## src/rtl/texture_bilinear_filter_pkg.sv

```systemverilog
// texture_bilinear_filter_pkg: shared widths, weight constants and coordinate-to-weight helper.
package texture_bilinear_filter_pkg;
  localparam int PIXEL_WIDTH_DEF = 32;
  localparam int SUB_PIXEL_WIDTH = 8;
  localparam int USER_WIDTH_DEF = 16;
  localparam int NUM_CH = PIXEL_WIDTH_DEF / SUB_PIXEL_WIDTH;
  localparam int COORD_WIDTH = 16;
  localparam int WEIGHT_WIDTH = 8;
  localparam int ROUND_CONST = 1 << (WEIGHT_WIDTH - 1);
  localparam int LATENCY = 4;

  // Only the top fraction bits form the weight; nearest mode forces weight 0 so texel00 passes exactly.
  function automatic logic [WEIGHT_WIDTH-1:0] weight(input logic [COORD_WIDTH-1:0] c, input logic en);
    return en ? WEIGHT_WIDTH'(c >> (COORD_WIDTH - WEIGHT_WIDTH)) : '0;
  endfunction
endpackage

```

## src/rtl/texture_bilinear_filter_if.sv

```systemverilog
// texture_bilinear_filter_if: texel quad input stream and filtered texel output stream.
interface texture_bilinear_filter_if #(
  parameter int PIXEL_WIDTH = 32,
  parameter int USER_WIDTH = 16
);
  logic enableBilinear;
  logic s_valid;
  logic [USER_WIDTH-1:0] s_user;
  logic [PIXEL_WIDTH-1:0] texel00;
  logic [PIXEL_WIDTH-1:0] texel01;
  logic [PIXEL_WIDTH-1:0] texel10;
  logic [PIXEL_WIDTH-1:0] texel11;
  logic [15:0] texelSubCoordS;
  logic [15:0] texelSubCoordT;
  logic m_valid;
  logic [USER_WIDTH-1:0] m_user;
  logic [PIXEL_WIDTH-1:0] m_texel;
  modport master (
    output enableBilinear, s_valid, s_user, texel00, texel01, texel10, texel11,
           texelSubCoordS, texelSubCoordT,
    input m_valid, m_user, m_texel
  );
  modport slave (
    input enableBilinear, s_valid, s_user, texel00, texel01, texel10, texel11,
          texelSubCoordS, texelSubCoordT,
    output m_valid, m_user, m_texel
  );
endinterface

```

## src/rtl/texel_channel_lerp.sv

```systemverilog
// texel_channel_lerp: registered rounded linear blend of two channel values by an 8-bit weight.
module texel_channel_lerp
  import texture_bilinear_filter_pkg::*;
#(
  parameter int W = SUB_PIXEL_WIDTH
) (
  input logic clk,
  input logic rst,
  input logic ce,
  input logic [W-1:0] a,
  input logic [W-1:0] b,
  input logic [WEIGHT_WIDTH-1:0] f,
  output logic [W-1:0] y
);
  localparam int AW = W + WEIGHT_WIDTH + 1;
  localparam logic [AW-1:0] ONE = AW'(1 << WEIGHT_WIDTH);
  logic [AW-1:0] acc;
  assign acc = AW'(a) * (ONE - AW'(f)) + AW'(b) * AW'(f) + AW'(ROUND_CONST);
  always_ff @(posedge clk)
    if (rst) y <= '0;
    else if (ce) y <= W'(acc >> WEIGHT_WIDTH);
endmodule

```

## src/rtl/texture_bilinear_filter.sv

```systemverilog
// texture_bilinear_filter: 4-stage ce-stallable bilinear (or nearest) RGBA texel filter.
module texture_bilinear_filter
  import texture_bilinear_filter_pkg::*;
#(
  parameter int PIXEL_WIDTH = PIXEL_WIDTH_DEF,
  parameter int SUB_PIXEL_WIDTH = texture_bilinear_filter_pkg::SUB_PIXEL_WIDTH,
  parameter int USER_WIDTH = USER_WIDTH_DEF
) (
  input logic aclk,
  input logic reset,
  input logic ce,
  texture_bilinear_filter_if.slave bus
);
  localparam int N = PIXEL_WIDTH / SUB_PIXEL_WIDTH;
  localparam int W = SUB_PIXEL_WIDTH;
  logic [PIXEL_WIDTH-1:0] t00, t01, t10, t11, top, bot, mix;
  logic [WEIGHT_WIDTH-1:0] fs1, ft1, ft2;
  logic [USER_WIDTH-1:0] u1, u2, u3;
  logic v1, v2, v3;
  always_ff @(posedge aclk)
    if (reset) begin
      {t00, t01, t10, t11} <= '0;
      {fs1, ft1, ft2} <= '0;
      {u1, u2, u3} <= '0;
      {v1, v2, v3} <= '0;
      bus.m_valid <= 1'b0;
      bus.m_user <= '0;
      bus.m_texel <= '0;
    end else if (ce) begin
      t00 <= bus.texel00;
      t01 <= bus.texel01;
      t10 <= bus.texel10;
      t11 <= bus.texel11;
      fs1 <= weight(bus.texelSubCoordS, bus.enableBilinear);
      ft1 <= weight(bus.texelSubCoordT, bus.enableBilinear);
      u1 <= bus.s_user;
      v1 <= bus.s_valid;
      ft2 <= ft1;
      u2 <= u1;
      v2 <= v1;
      u3 <= u2;
      v3 <= v2;
      bus.m_texel <= mix;
      bus.m_user <= u3;
      bus.m_valid <= v3;
    end
  // Stage 2 blends along S on both rows, stage 3 blends the two rows along T.
  for (genvar i = 0; i < N; i++) begin : g_ch
    texel_channel_lerp #(.W(W)) u_top (
      .clk(aclk), .rst(reset), .ce(ce),
      .a(t00[i*W +: W]), .b(t01[i*W +: W]), .f(fs1), .y(top[i*W +: W])
    );
    texel_channel_lerp #(.W(W)) u_bot (
      .clk(aclk), .rst(reset), .ce(ce),
      .a(t10[i*W +: W]), .b(t11[i*W +: W]), .f(fs1), .y(bot[i*W +: W])
    );
    texel_channel_lerp #(.W(W)) u_mix (
      .clk(aclk), .rst(reset), .ce(ce),
      .a(top[i*W +: W]), .b(bot[i*W +: W]), .f(ft2), .y(mix[i*W +: W])
    );
  end
endmodule
```

## src/flat_wrapper.sv

```systemverilog
// flat-port wrapper written by rule: the top's interface ports become plain ports
module texture_bilinear_filter_flat import texture_bilinear_filter_pkg::*;
#(
  parameter int PIXEL_WIDTH = PIXEL_WIDTH_DEF,
  parameter int SUB_PIXEL_WIDTH = texture_bilinear_filter_pkg::SUB_PIXEL_WIDTH,
  parameter int USER_WIDTH = USER_WIDTH_DEF
)
  (aclk, reset, ce, bus_enableBilinear, bus_s_valid, bus_s_user, bus_texel00, bus_texel01, bus_texel10, bus_texel11, bus_texelSubCoordS, bus_texelSubCoordT, bus_m_valid, bus_m_user, bus_m_texel);
  texture_bilinear_filter_if #(.PIXEL_WIDTH(PIXEL_WIDTH), .USER_WIDTH(USER_WIDTH)) bus_i ();
  input logic aclk;
  input logic reset;
  input logic ce;
  input wire logic [$bits(bus_i.enableBilinear)-1:0] bus_enableBilinear;
  input wire logic [$bits(bus_i.s_valid)-1:0] bus_s_valid;
  input wire logic [$bits(bus_i.s_user)-1:0] bus_s_user;
  input wire logic [$bits(bus_i.texel00)-1:0] bus_texel00;
  input wire logic [$bits(bus_i.texel01)-1:0] bus_texel01;
  input wire logic [$bits(bus_i.texel10)-1:0] bus_texel10;
  input wire logic [$bits(bus_i.texel11)-1:0] bus_texel11;
  input wire logic [$bits(bus_i.texelSubCoordS)-1:0] bus_texelSubCoordS;
  input wire logic [$bits(bus_i.texelSubCoordT)-1:0] bus_texelSubCoordT;
  output wire logic [$bits(bus_i.m_valid)-1:0] bus_m_valid;
  output wire logic [$bits(bus_i.m_user)-1:0] bus_m_user;
  output wire logic [$bits(bus_i.m_texel)-1:0] bus_m_texel;
  assign bus_i.enableBilinear = bus_enableBilinear;
  assign bus_i.s_valid = bus_s_valid;
  assign bus_i.s_user = bus_s_user;
  assign bus_i.texel00 = bus_texel00;
  assign bus_i.texel01 = bus_texel01;
  assign bus_i.texel10 = bus_texel10;
  assign bus_i.texel11 = bus_texel11;
  assign bus_i.texelSubCoordS = bus_texelSubCoordS;
  assign bus_i.texelSubCoordT = bus_texelSubCoordT;
  assign bus_m_valid = bus_i.m_valid;
  assign bus_m_user = bus_i.m_user;
  assign bus_m_texel = bus_i.m_texel;
  texture_bilinear_filter #(.PIXEL_WIDTH(PIXEL_WIDTH), .SUB_PIXEL_WIDTH(SUB_PIXEL_WIDTH), .USER_WIDTH(USER_WIDTH)) u_core (.aclk(aclk), .reset(reset), .ce(ce), .bus(bus_i));
endmodule
```

## config.mk

```make
export PLATFORM = sky130hd
export DESIGN_NAME = texture_bilinear_filter_flat
export DESIGN_NICKNAME = d
export VERILOG_FILES = /design/src/rtl/texture_bilinear_filter_pkg.sv /design/src/rtl/texture_bilinear_filter_if.sv /design/src/rtl/texel_channel_lerp.sv /design/src/rtl/texture_bilinear_filter.sv /design/src/flat_wrapper.sv
export SDC_FILE = /design/constraint.sdc
export NUM_CORES = 2
export LEC_CHECK = 0
export ABC_AREA = 1
export BUFFER_PORTS_ARGS = -buffer_cell sky130_fd_sc_hd__buf_4
export CORE_ASPECT_RATIO = 0.9
export CORE_UTILIZATION = 60
export CTS_CLUSTER_DIAMETER = 40
export CTS_CLUSTER_SIZE = 25
export DETAILED_ROUTE_END_ITERATION = 7
export PLACE_DENSITY = 0.87
export SLEW_MARGIN = 20
export SYNTH_ARGS = -nofsm -noshare
export SYNTH_HDL_FRONTEND = slang
export SYNTH_HIERARCHICAL = 1
export SYNTH_SLANG_ARGS = --single-unit
```

## constraint.sdc

```tcl
create_clock -name aclk -period 6.6 [get_ports aclk]
set_input_delay 0.33 -clock aclk [delete_from_list [all_inputs] [get_ports aclk]]
set_output_delay 0.33 -clock aclk [all_outputs]
set_load 0.01 [all_outputs]
```

==> results.toml <==
[worst_setup_path]
cp_slowest_stage_delay_ns = 0.57
worst_path_max_delay_cell = "fa_1"
critPathLaunchType = "flip-flop"
path_class = "flip-flop to flip-flop"
rr_endpoint = "u_core/g_ch[3].u_top/y[7]$_SDFFE_PP0P_"
ff2ff_setup_slack_ns = 0.19
cpMostUsedCell = "fa_1"
path_max_fanout = 28
arrival_ns = 6.96
crit_required_ns = 7.15
timing.rr.start = "u_core/fs1[1]$_SDFFE_PP0P_"
r2r_cells = 30
worstSetupEndpointType = "flip-flop"

[power_and_ir_drop]
switching_share_pct = 52.3
seq_power_share_pct = 16.2
p_int_mw = 8.72
clock_power_share_pct = 16.9
switchingPower_mw = 9.55
irDropWorstVdd_mv = 0.246
pwr-share-comb_pct = 66.9
p_total_mw = 18.3
powerDensity_nw_per_um2 = 227
power_leakage_nw = 48.7

[clock_network]
clk_pin_slew_ns = 0.06
cts-htree-levels = 2
insertion_delay_ns = 0.69
tritoncts = "built"
cts_buffers = 54
root_buffer = "clkbuf_16"
cts_buffer_depth = 3
clock_sinks = 348

[layout]
final_area_um2 = 80600
final_common_cell = "inv_1"
nFillCells = 9563
area.growth.synth_to_final_pct = 9.47
layout.nets = 12570
layout_common_cells = "2,955 x inv_1, 2,059 x nand2_1, 1,251 x nor2_1, 1,200 x fa_1, 842 x ha_1"
drive_above_1_share_pct = 6.38

[synth]
syn_area_um2 = 73600
yosys_warnings = 6
synth.net_count = 12336
synth_largest_area_cell = "fa_1"
synth_cell_types = 43
synthArstFlopShare_pct = 0
postSynthAreaPerCell_um2 = 7.29
ys_seq_area_share_pct = 9.46
syn_inst = 10103
synth_edf_count = 0
synth-seq-cells = 348
synth.area.top_cells = "fa_1 33%, inv_1 15%, ha_1 14%, nand2_1 11%, dfxtp_1 9.5%"
synth_top_area_share_pct = 32.6
synth_ff_type = "dfxtp_1"

[sta]
hold_viol_final = 0
drv_slew = 0
max_slew_margin_pct = 27.9
tightestPinTransition_ns = 1.08
fin_setup_tns_ns = 0
clock_skew_ns = 0.0335
setup_viol = 0
max_freq_mhz = 156
fin_crit_ns = 6.41
period_share_pct = 97.1

[status]
status = "finished, final reports clean"

[drt]
wl_mm = 199
firstDrtPassIters = 8
via_count = 63183
routed_via_density = 5.27
ant_nets = 0
drt_iter0_markers = 5547
route.detailed.wl_per_inst_um = 16.6
drc = 0

[floorplan]
io_pins = 230
initial_core_util_pct = 60.7
die_y_um = 334
placementRows = 121
die_area_um2 = 124000
core_area_um2 = 121000
die_w_um = 371

[hold_path]
hold_path.class = "input pin to flip-flop"
whs_path_depth = 3
hp-start = "bus_texel11[31]"
hold_end = "u_core/t11[31]$_SDFFE_PP0P_"

[global_routing]
grt_usage_pct = 32.5
global_route.usage.met3_pct = 5.08
use_met1_pct = 41.8
grt_antenna_before_repair = 2
grt_max_degree = 167
grt-busiest-layer = "met2"
grt_pass1_wl_mm = 325
overflow = 0
grt_pass1_vias = 66040
grtUsageMet2_pct = 54.6

[placed_design]
gp_congestion = 0.988
place_hpwl_mm = 156
place_area_um2 = 76500
port_buffers = 213

[flow_run]
max_cap_violations = 0
registers in the layout, indices dropped and copies added, names as in the netlist:
register and count:
u_core/g_ch.u_top/y 32, u_core/v3 1, u_core/v2 1, u_core/u1 16, u_core/t10 32, u_core/t00 32
u_core/bus.m_valid 1, u_core/bus.m_user 16, u_core/t11 32, u_core/fs1 8, u_core/u3 16, u_core/ft2 8
u_core/u2 16, u_core/v1 1, u_core/g_ch.u_bot/y 32, u_core/t01 32, u_core/bus.m_texel 32, u_core/ft1 8
u_core/g_ch.u_mix/y 32
power by group through the flow:
stage	Combinational [mW]	Sequential (mW)	Clock, mW
2_1_floorplan	8.78	2.59	0
3_3_place_gp	11.3	2.96	0
3_5_place_dp	11.7	2.97	0
4_1_cts	11.9	2.93	3.14
5_1_grt	13.9	2.98	3.23
6_report	12.2	2.97	3.09
layout make-up:
cell class | count | area [µm²] | share of cell area (%)
Antenna cell | 1 | 2.50 | 0.00310
Clock buffer | 68 | 1540 | 1.91
Clock inverter | 34 | 413 | 0.512
Inverter | 3010 | 11300 | 14.0
Multi-Input combinational cell | 6426 | 54000 | 67.0
Sequential cell | 348 | 7010 | 8.70
Tap cell | 1599 | 2000 | 2.48
Timing Repair Buffer | 497 | 4360 | 5.41
kinds of logic (layout without fill, tap and decap cells):
family / Yosys count / in the layout / share of synthesized area [%]
AOI/OAI and AO/OA: 542 / 542 / 3.87
and+or+nand+nor: 3763 / 3763 / 20.9
xor gates and xnor gates: 69 / 69 / 1.05
DFF: 348 / 348 / 9.46
adders and majority gates: 2052 / 2052 / 47.1
other: 0 / 1 / 0
buffers and inverters: 3329 / 3609 / 17.6
per-stage QoR:
stage	setup slack [ns]	std cells	util, %	hold WS [ns]
final	0.193	11983	66.5	0.0293
after global routing	-0.0719	11983	66.5	0.0403
after CTS	0.0284	11951	66.0	0.00386
after detailed placement	0.0700	11692	63.1	0.457
after global placement	0.182	11692	63.1	0.456
after floorplan	0.424	10103	-	0.441
per-layer routing:
metal  routed length [µm]  vias to the layer above
met5                    0                        -
met4                 9560                        0
met3                17900                      560
met2                93800                     2826
met1                78200                    30333
li1                     -                    29464
synth_stat cells, types with 17 or more instances:
cell type  count
a21o_1        19
a21oi_1      155
buf_2         74
buf_4         26
buf_6         34
clkbuf_1     169
dfxtp_1      348
fa_1        1200
ha_1         852
inv_1       2966
inv_2         36
nand2_1     2064
nand3_1      222
nand4_1       50
nor2_1      1260
nor2_2        22
nor2_4        33
nor3_1        17
o21ai_0      294
o21ai_1       38
o21bai_1      29
xnor2_1       33
xor2_1        24
worst max-delay path, delay by kind of cell, from the launching register on:
kind / cells / cell delay, ns
AO/OA/AOI/OAI: 1 / 0.08
buffers and inverters: 7 / 0.60
flip-flops: 1 / 0.38
AND/OR/NAND/NOR: 14 / 1.53
adder cells (fa/ha/maj): 8 / 3.66
repair_timing:
action	in CTS	in global routing
endpoints found under the hold margin	153	0
setup buffers	0	28
hold buffers	157	0
endpoints found under the setup margin	0	48
resized for setup	0	73
how the worst max path moves through the flow:
stage                                from                                      to  slack [ns]  depth (start not counted)
2_1_floorplan  u_core/fs1[0]$_SDFFE_PP0P_  u_core/g_ch[1].u_bot/y[7]$_SDFFE_PP0P_        0.42                         37
4_1_cts        u_core/fs1[0]$_SDFFE_PP0P_  u_core/g_ch[2].u_top/y[7]$_SDFFE_PP0P_        0.03                         27
3_3_place_gp   u_core/fs1[0]$_SDFFE_PP0P_  u_core/g_ch[2].u_top/y[7]$_SDFFE_PP0P_        0.18                         27
6_report       u_core/fs1[1]$_SDFFE_PP0P_  u_core/g_ch[3].u_top/y[7]$_SDFFE_PP0P_        0.19                         30
5_1_grt        u_core/fs1[2]$_SDFFE_PP0P_  u_core/g_ch[2].u_top/y[5]$_SDFFE_PP0P_       -0.07                         29
3_5_place_dp   u_core/fs1[0]$_SDFFE_PP0P_  u_core/g_ch[2].u_top/y[7]$_SDFFE_PP0P_        0.07                         27
Note: power is estimated with default switching activity, not from simulation.
